File: src/rtl/jk_reg_bank_if.sv
// Bus bundle for jk_reg_bank: control/data inputs toward the bank, register
// state and status flags back from it.
interface jk_reg_bank_if #(
   parameter int WIDTH = 8
);
   logic             en;
   logic [2:0]       mode;
   logic [WIDTH-1:0] j;
   logic [WIDTH-1:0] k;
   logic [WIDTH-1:0] d;
   logic             clr_err;
   logic [WIDTH-1:0] q;
   logic [WIDTH-1:0] changed;
   logic             carry;
   logic             sr_err;

   modport master (
      output en, mode, j, k, d, clr_err,
      input  q, changed, carry, sr_err
   );

   modport slave (
      input  en, mode, j, k, d, clr_err,
      output q, changed, carry, sr_err
   );
endinterface

File: src/rtl/jk_reg_bank.sv
// WIDTH-bit bank of feedback flip-flops with per-cycle mode select
// (JK, D, T, SR, count up/down, shift), change mask, wrap carry and SR-conflict flag.
module jk_reg_bank #(
   parameter int               WIDTH   = 8,
   parameter logic [WIDTH-1:0] RST_VAL = {WIDTH{1'b0}}
) (
   input logic          clk,
   input logic          rst,
   jk_reg_bank_if.slave bus
);
   typedef enum logic [2:0] {
      MODE_HOLD  = 3'b000,
      MODE_JK    = 3'b001,
      MODE_D     = 3'b010,
      MODE_T     = 3'b011,
      MODE_SR    = 3'b100,
      MODE_UP    = 3'b101,
      MODE_DN    = 3'b110,
      MODE_SHIFT = 3'b111
   } mode_t;

   mode_t            mode_sel;
   logic [WIDTH-1:0] q_reg, q_next;
   logic [WIDTH-1:0] changed_reg;
   logic             carry_reg, carry_next;
   logic             sr_err_reg, sr_err_next;
   logic [WIDTH-1:0] jk_bit, sr_bit, conflict;
   logic             sr_set;

   assign mode_sel = mode_t'(bus.mode);

   // Per-bit characteristic equations; an SR conflict (11) holds the bit.
   generate
      for (genvar gi = 0; gi < WIDTH; gi++) begin : g_bit
         assign jk_bit[gi]   = (bus.j[gi] & ~q_reg[gi]) | (~bus.k[gi] & q_reg[gi]);
         assign sr_bit[gi]   = (bus.j[gi] & ~bus.k[gi]) | (q_reg[gi] & ~(bus.j[gi] ^ bus.k[gi]));
         assign conflict[gi] = bus.j[gi] & bus.k[gi];
      end
   endgenerate

   always_comb begin
      q_next     = q_reg;
      carry_next = 1'b0;
      if (bus.en) begin
         case (mode_sel)
            MODE_HOLD:  q_next = q_reg;
            MODE_JK:    q_next = jk_bit;
            MODE_D:     q_next = bus.d;
            MODE_T:     q_next = q_reg ^ bus.j;
            MODE_SR:    q_next = sr_bit;
            MODE_UP: begin
               q_next     = q_reg + WIDTH'(1);
               carry_next = &q_reg;
            end
            MODE_DN: begin
               q_next     = q_reg - WIDTH'(1);
               carry_next = ~|q_reg;
            end
            MODE_SHIFT: q_next = {q_reg[WIDTH-2:0], bus.j[0]};
            default:    q_next = q_reg;
         endcase
      end
   end

   // A conflict on the same edge as a clear keeps the flag set.
   assign sr_set      = bus.en && (mode_sel == MODE_SR) && (|conflict);
   assign sr_err_next = sr_set ? 1'b1 : (bus.clr_err ? 1'b0 : sr_err_reg);

   always_ff @(posedge clk or negedge rst) begin
      if (!rst) begin
         q_reg       <= RST_VAL;
         changed_reg <= '0;
         carry_reg   <= 1'b0;
         sr_err_reg  <= 1'b0;
      end else begin
         q_reg       <= q_next;
         changed_reg <= q_reg ^ q_next;
         carry_reg   <= carry_next;
         sr_err_reg  <= sr_err_next;
      end
   end

   assign bus.q       = q_reg;
   assign bus.changed = changed_reg;
   assign bus.carry   = carry_reg;
   assign bus.sr_err  = sr_err_reg;
endmodule
File: src/flat_wrapper.sv
// flat-port wrapper written by rule: the top's interface ports become plain ports
module jk_reg_bank_flat 
#(
   parameter int               WIDTH   = 8,
   parameter logic [WIDTH-1:0] RST_VAL = {WIDTH{1'b0}}
)
  (clk, rst, bus_en, bus_mode, bus_j, bus_k, bus_d, bus_clr_err, bus_q, bus_changed, bus_carry, bus_sr_err);
  jk_reg_bank_if #(.WIDTH(WIDTH)) bus_i ();
  input logic clk;
  input logic rst;
  input wire logic [$bits(bus_i.en)-1:0] bus_en;
  input wire logic [$bits(bus_i.mode)-1:0] bus_mode;
  input wire logic [$bits(bus_i.j)-1:0] bus_j;
  input wire logic [$bits(bus_i.k)-1:0] bus_k;
  input wire logic [$bits(bus_i.d)-1:0] bus_d;
  input wire logic [$bits(bus_i.clr_err)-1:0] bus_clr_err;
  output wire logic [$bits(bus_i.q)-1:0] bus_q;
  output wire logic [$bits(bus_i.changed)-1:0] bus_changed;
  output wire logic [$bits(bus_i.carry)-1:0] bus_carry;
  output wire logic [$bits(bus_i.sr_err)-1:0] bus_sr_err;
  assign bus_i.en = bus_en;
  assign bus_i.mode = bus_mode;
  assign bus_i.j = bus_j;
  assign bus_i.k = bus_k;
  assign bus_i.d = bus_d;
  assign bus_i.clr_err = bus_clr_err;
  assign bus_q = bus_i.q;
  assign bus_changed = bus_i.changed;
  assign bus_carry = bus_i.carry;
  assign bus_sr_err = bus_i.sr_err;
  jk_reg_bank #(.WIDTH(WIDTH), .RST_VAL(RST_VAL)) u_core (.clk(clk), .rst(rst), .bus(bus_i));
endmodule
File: config.mk
export PLATFORM = sky130hd
export DESIGN_NAME = jk_reg_bank_flat
export DESIGN_NICKNAME = d
export VERILOG_FILES = /design/src/rtl/jk_reg_bank_if.sv /design/src/rtl/jk_reg_bank.sv /design/src/flat_wrapper.sv
export SDC_FILE = /design/constraint.sdc
export NUM_CORES = 1
export LEC_CHECK = 0
export ABC_AREA = 0
export ABC_CLOCK_PERIOD_IN_PS = 4900
export CAP_MARGIN = 30
export CORE_MARGIN = 2
export CORE_UTILIZATION = 54
export DETAILED_ROUTE_END_ITERATION = 16
export PLACE_DENSITY = 0.91
export SKIP_LAST_GASP = 1
export SLEW_MARGIN = 20
export SYNTH_ARGS = -nofsm -noshare
export SYNTH_HDL_FRONTEND = slang
export SYNTH_SLANG_ARGS = --single-unit
File: constraint.sdc
create_clock -name clk -period 4.9 [get_ports clk]
set_input_delay 0.98 -clock clk [delete_from_list [all_inputs] [get_ports clk]]
set_output_delay 0.98 -clock clk [all_outputs]
set_load 0.02 [all_outputs]
==> impl_metrics.py <==
metrics = {
    "sta": {
        "finalCriticalPeriod_ps": 3270,
        "hold_slack_ps": 535,
        "timing.setup.tns_ps": 0,
        "finalCritPeriodShare_pct": 66.7,
        "rsz0062_at_grt": "false",
        "worstMarginPinSlew_ps": 786,
        "clock_skew_ps": 6.58,
        "slew_violations": 0,
        "timing.slew.headroom_pct": 47.4,
        "finalSetupViolCount": 0,
        "hold_viol": 0,
        "timing.fmax_ghz": 0.306,
    },
    "power": {
        "p_leak_nw": 1.03,
        "ir_worst_vdd_v": 0.000254,
        "powerDensity_nw_per_um2": 268,
    },
    "cells_and_area": {
        "area_growth_pct": 25.0,
        "final-seq-area_um2": 450,
        "drive_gt1_share_pct": 9.40,
        "diodes": 0,
        "fill_cells": 263,
        "multi_input_area_um2": 1310,
        "fin_nets": 316,
        "finalNonFillerCells": 312,
        "final_area_um2": 2410,
    },
    "worst_setup_path": {
        "cp_max_fo": 16,
        "startpoint_type": "primary input",
        "r2r-start": "u_core.bus.q[1]",
        "critPathCaptureType": "flip-flop",
        "path_buf_inv": 1,
        "path_cells": "clkdlybuf4s50_1, nand3b_4, xnor2_1, ha_1, or3_1, nor3_1, a31oi_1, a21oi_1, a2bb2oi_1",
        "cp_slowest_cell": "clkdlybuf4s50_1",
        "required_ps": 5110,
        "cpPeakStageDelay_ps": 820,
        "crit_family": "buffers and inverters",
        "critPathArrivalTime_ps": 3480,
        "crit_type": "primary input to flip-flop",
        "critPathLaunch": "bus_mode[1]",
    },
    "global_route": {
        "met3_usage_pct": 4.75,
        "track_usage_pct": 24.9,
        "grt_use_met2_pct": 41.7,
        "grt_first_pass_wirelength_mm": 8.22,
        "grt_max_degree": 25,
        "gr-total-overflow": 0,
        "antenna_found_initial": 0,
        "grt.busiest_layer": "met2",
        "met1_usage_pct": 32.9,
        "grt_pass1_vias": 1812,
    },
    "synth": {
        "ys_types": 63,
        "synth_seq_area_share_pct": 23.4,
        "syn_area_per_cell_um2": 8.38,
        "yosysWarnings": 0,
        "syn_inst": 230,
        "syn-cell-area_um2": 1930,
        "ys_ff_latch": 18,
        "synthArstFlopShare_pct": 100,
        "syn_nets": 278,
        "ys.flop_type": "dfrtp_1",
        "synth_edf_count": 0,
    },
    "place": {
        "gp_congestion": 0.951,
        "dp_hpwl_mm": 3.75,
        "io_buffer_count": 48,
        "place_inst": 309,
        "placed_area_um2": 2390,
    },
    "min_path": {
        "hp-class": "flip-flop to flip-flop",
        "hold_start": "u_core.bus.sr_err",
    },
    "clock_tree": {
        "cts.sinks": 18,
        "clk_pin_slew_ps": 90,
        "cts_buffers": 3,
        "cts_hold_buf": 0,
        "clock_latency_ps": 290,
        "cts_setup_buffers": 0,
        "htreeDepth": 1,
        "cts_root_buffer": "clkbuf_4",
        "cts_resized": 0,
        "clock_path_buffers": 2,
        "cts_tree": "built",
    },
    "drt": {
        "wirelength_mm": 4.93,
        "ant_nets": 0,
        "vias_per_cell": 6.23,
        "drc": 0,
        "drt_first_iter_violations": 84,
        "drt_first_pass_iters": 4,
        "routedWlPerCell_um": 15.8,
        "vias": 1944,
    },
    "floorplanning": {
        "fp.coreArea_um2": 3390,
        "io_pins": 49,
        "fp.dieW_um": 63.8,
        "start_util_pct": 56.9,
        "die_h_um": 63.8,
        "die_area_um2": 4060,
        "rows": 21,
    },
    "job": {
        "drv_cap": 0,
    },
    "status": {
        "status": "finished, final reports clean",
    },
}
layout make-up:
type | count | share of cell area, %
sequential | 18 | 18.7
tap | 46 | 2.39
clock buffer | 3 | 0.935
multi-input combinational | 176 | 54.2
timing repair buffer | 52 | 21.2
inverter | 17 | 2.65
Yosys cell counts, drive strengths merged (3+ instances only):
cell type / number / area (um2)
nor2: 16 / 62.6
ha: 17 / 213
and3: 5 / 31.3
o21ai: 16 / 80.1
buf: 12 / 80.1
o2111ai: 3 / 26.3
mux2i: 7 / 70.1
a31oi: 5 / 31.3
clkbuf: 7 / 28.8
dfrtp: 18 / 450
nand2: 10 / 37.5
nand3: 5 / 25.0
a32o: 4 / 40.0
mux2: 4 / 45.0
a221oi: 4 / 47.6
nor3b: 3 / 22.5
nor2b: 4 / 25.0
inv: 17 / 63.8
a21o: 5 / 37.5
a211oi: 3 / 27.5
nor4: 4 / 25.0
a21oi: 17 / 88.8
cell families (layout without fill, tap and decap cells):
logic type	count (synthesis)	after routing	share of synthesized area, %
AO/OA/AOI/OAI	76	76	28.0
multiplexers	11	11	5.97
flip-flops	18	18	23.4
adder cells (fa/ha/maj)	17	17	11.0
AND/OR/NAND/NOR	70	70	21.7
buffers and inverters	36	72	8.95
XOR/XNOR	2	2	0.909
final timing paths:
path | to | slack [ps] | cells past startpoint
max | u_core.bus.q[6] | 1630 | 9
min | u_core.bus.sr_err | 530 | 2
max reg2reg | u_core.bus.q[6] | 2660 | 7
min reg2reg | u_core.bus.sr_err | 530 | 2
max in group asynchronous | u_core.bus.q[4] | 3270 | 1
min in group asynchronous | u_core.bus.changed[4] | 1140 | 1
through the flow:
| stage | worst slack [ps] | total power, mW | utilization, % |
|---|---|---|---|
| after CTS | 1640 | 0.642 | 71.1 |
| after global placement | 1440 | 0.566 | 70.4 |
| after floorplan | 2200 | 0.444 | - |
| final | 1630 | 0.646 | 71.1 |
| after detailed placement | 1350 | 0.573 | 70.4 |
| after global routing | 1410 | 0.687 | 71.1 |
per-layer routing:
metal  share of wire [%]  routed length, um
met4                 1.5                 75
met2                  47               2320
met1                  42               2070
met5                   0                  0
met3                 9.3                459
layout by cell type (no fill, tap or decap), types with 2 or more instances in the layout:
| cell | netlist | layout |
|---|---|---|
| clkdlybuf4s50_1 | 0 | 48 |
| a221oi_2 | 2 | 2 |
| a22oi_1 | 2 | 2 |
| a21oi_1 | 16 | 16 |
| a2bb2oi_1 | 2 | 2 |
| o21ai_1 | 3 | 3 |
| a21o_1 | 5 | 5 |
| and4_1 | 2 | 2 |
| nand2_1 | 10 | 10 |
| nor4_1 | 4 | 4 |
| buf_4 | 6 | 4 |
| xnor2_1 | 2 | 2 |
| o21ai_0 | 13 | 13 |
| mux2_2 | 4 | 4 |
| a31oi_1 | 5 | 5 |
| mux2i_1 | 7 | 7 |
| nor2_1 | 15 | 15 |
| dfrtp_1 | 18 | 18 |
| nor3b_1 | 3 | 3 |
| a221oi_1 | 2 | 2 |
| nand4_1 | 2 | 2 |
| o2111ai_1 | 3 | 3 |
| o31ai_1 | 2 | 2 |
| a31o_2 | 2 | 2 |
| clkbuf_4 | 0 | 3 |
| nand3_1 | 5 | 5 |
| ha_1 | 17 | 17 |
| nor4bb_1 | 2 | 2 |
| o211ai_1 | 2 | 2 |
| nand2b_1 | 2 | 2 |
| or2_2 | 2 | 2 |
| nor3_1 | 2 | 2 |
| a32o_1 | 4 | 4 |
| a211oi_1 | 2 | 2 |
| inv_1 | 17 | 17 |
| and3_1 | 5 | 5 |
| nor2b_1 | 4 | 4 |
worst min-delay path, delay by kind of cell, from the launching register on:
kind	cells	cell delay (ps)
flops	1	380
compound gates	1	60
buf+inv	1	50
report_power, final:
group | total [mW] | leakage, nW | internal, mW | switching (mW)
combinational | 0.329 | 0.792 | 0.165 | 0.164
clock | 0.0712 | 0.0138 | 0.0286 | 0.0426
sequential | 0.246 | 0.223 | 0.181 | 0.0651
Power figures use the tool's default switching activity.
==> RTL change, RTL diff (same flow settings) <==
Reset style: synchronous (`rst`), changed in one clocked block.
--- a/src/rtl/jk_reg_bank.sv
+++ b/src/rtl/jk_reg_bank.sv
@@ -68,3 +68,3 @@
 
-   always_ff @(posedge clk or negedge rst) begin
+   always_ff @(posedge clk) begin
       if (!rst) begin
Formal check against the unedited RTL: differs if rst is asserted again (counterexample within 4 cycles, from zero or initial values and one cycle with rst low); with rst held inactive, the same outputs for 10 cycles.
==> RTL change against the original RTL <==
- total power down 28%
- register-to-register slack got worse by 100 ps
- wire length shrank 0.30%
- setup slack got worse by 410 ps
- clock skew is 4.0 ps lower
- synthesized area grew 1.8%
- sequential cell count is the same
- combinational power decreased by 41%
- final area rose by 1.5%
- synthesized cell count is 10% higher
==> RTL change: results (changes against the original RTL) <==
vdd_ir_drop_max_mv: 0.147  # -42%
synthFlopType: "dfxtp_1"
leakagePower_nw: 0.994  # -3.3%
dieArea_um2: 4130  # +1.6%
r2r_setup_slack_ps: 2560  # -100 ps
tightest_slew_ps: 704  # -82.4 ps
async_flop_share_pct: 0  # -100 points
reg2reg_to: "u_core.bus.changed[2]$_SDFF_PN0_"
multiInputGateArea_um2: 1440  # +10%
gp_congestion: 0.844  # -11%
fillers: 288  # +9.5%
dpl.hpwl_um: 3660  # -2.6%
finalClockSkew_ps: 2.63  # -3.96 ps
min_to: "u_core.bus.sr_err$_SDFFE_PN0P_"
p_int_mw: 0.301  # -19%
multi_input_cells: 199  # +13%
vias: 2048  # +5.3%
drive_gt1_share_pct: 7.69  # -1.7 points
drt_iter0_drc: 180  # +110%
wl_per_cell_um: 14.8  # -6.3%
yosysSeqAreaShare_pct: 18.4  # -5.0 points
cp_max_fo: 31  # +15
grt_util_all_layers_pct: 24.1  # -0.72 points
grt_pass1_vias: 1791  # -1.2%
whs_ps: 623  # +88.1 ps
synth.area.top_cells: "dfxtp_1, ha_1, a21oi_1, o21ai_0, mux2i_1"
n_clock_buffer: 4  # +1
final_cells: 332  # +6.4%
syn-num-nets: 302  # +8.6%
final-clk-cell-share_pct: 1.48  # +0.55 points
num-nonclk-inverters: 14  # -3
synthCells: 254  # +10%
final_nets: 335  # +6.0%
yosys-top-cells-count: "a21oi_1, dfxtp_1, ha_1, nand2_1, o21ai_0"
status: "completed"
grt_pass1_wl_um: 8090  # -1.6%
place_area_um2: 2410  # +0.94%
RTL change: changes by cell type after synthesis, moves of 5 or more:
cell	before	now
buf_2	4	11
buf_4	6	1
dfrtp_1	18	0
dfxtp_1	0	18
nand2_1	10	17
nor2_1	15	9
nor2b_1	4	11
RTL change: per-layer routing:
metal	up-vias	track usage, %	share of wire (%)
li1	1015	-	-
met1	949	31.4	45
met4	0	6.12	1.7
met5	-	0	0
met2	74	40.2	47
met3	10	5.46	5.9
RTL change: through the flow:
stage / setup WS, ps / utilization, %
2_1_floorplan: 1800 / -
3_3_place_gp: 1050 / 70.5
3_5_place_dp: 969 / 70.5
4_1_cts: 1260 / 71.6
5_1_grt: 1130 / 71.6
6_report: 1220 / 71.6
RTL change: worst max-delay path, stage by stage:
cell	delay, ps
clkdlybuf4s50_1	450
buf_4	280
nand3b_1	430
xnor2_1	250
ha_1	300
o21a_1	200
o21ai_0	160
a21oi_1	120
or4_1	480
and4_1	200
RTL change: kinds of logic (layout without fill, tap and decap cells):
| logic type | after synthesis | count (layout) | share of synthesized area [%] |
|---|---|---|---|
| AO/OA/AOI/OAI | 87 | 87 | 32.1 |
| multiplexers | 10 | 10 | 5.29 |
| flip-flops | 18 | 18 | 18.4 |
| XOR/XNOR | 3 | 3 | 1.34 |
| adder cells (fa/ha/maj) | 17 | 17 | 10.8 |
| AND/OR/NAND/NOR | 82 | 82 | 23.7 |
| buffers and inverters | 37 | 69 | 8.42 |
RTL change: power groups by stage:
| stage | sequential (mW) | combinational (mW) | clock [mW] |
|---|---|---|---|
| floorplan | 0.184 | 0.119 | 0 |
| global placement | 0.183 | 0.188 | 0 |
| detailed placement | 0.183 | 0.192 | 0 |
| CTS | 0.180 | 0.194 | 0.0909 |
| global route | 0.183 | 0.212 | 0.101 |
| finish | 0.180 | 0.195 | 0.0896 |
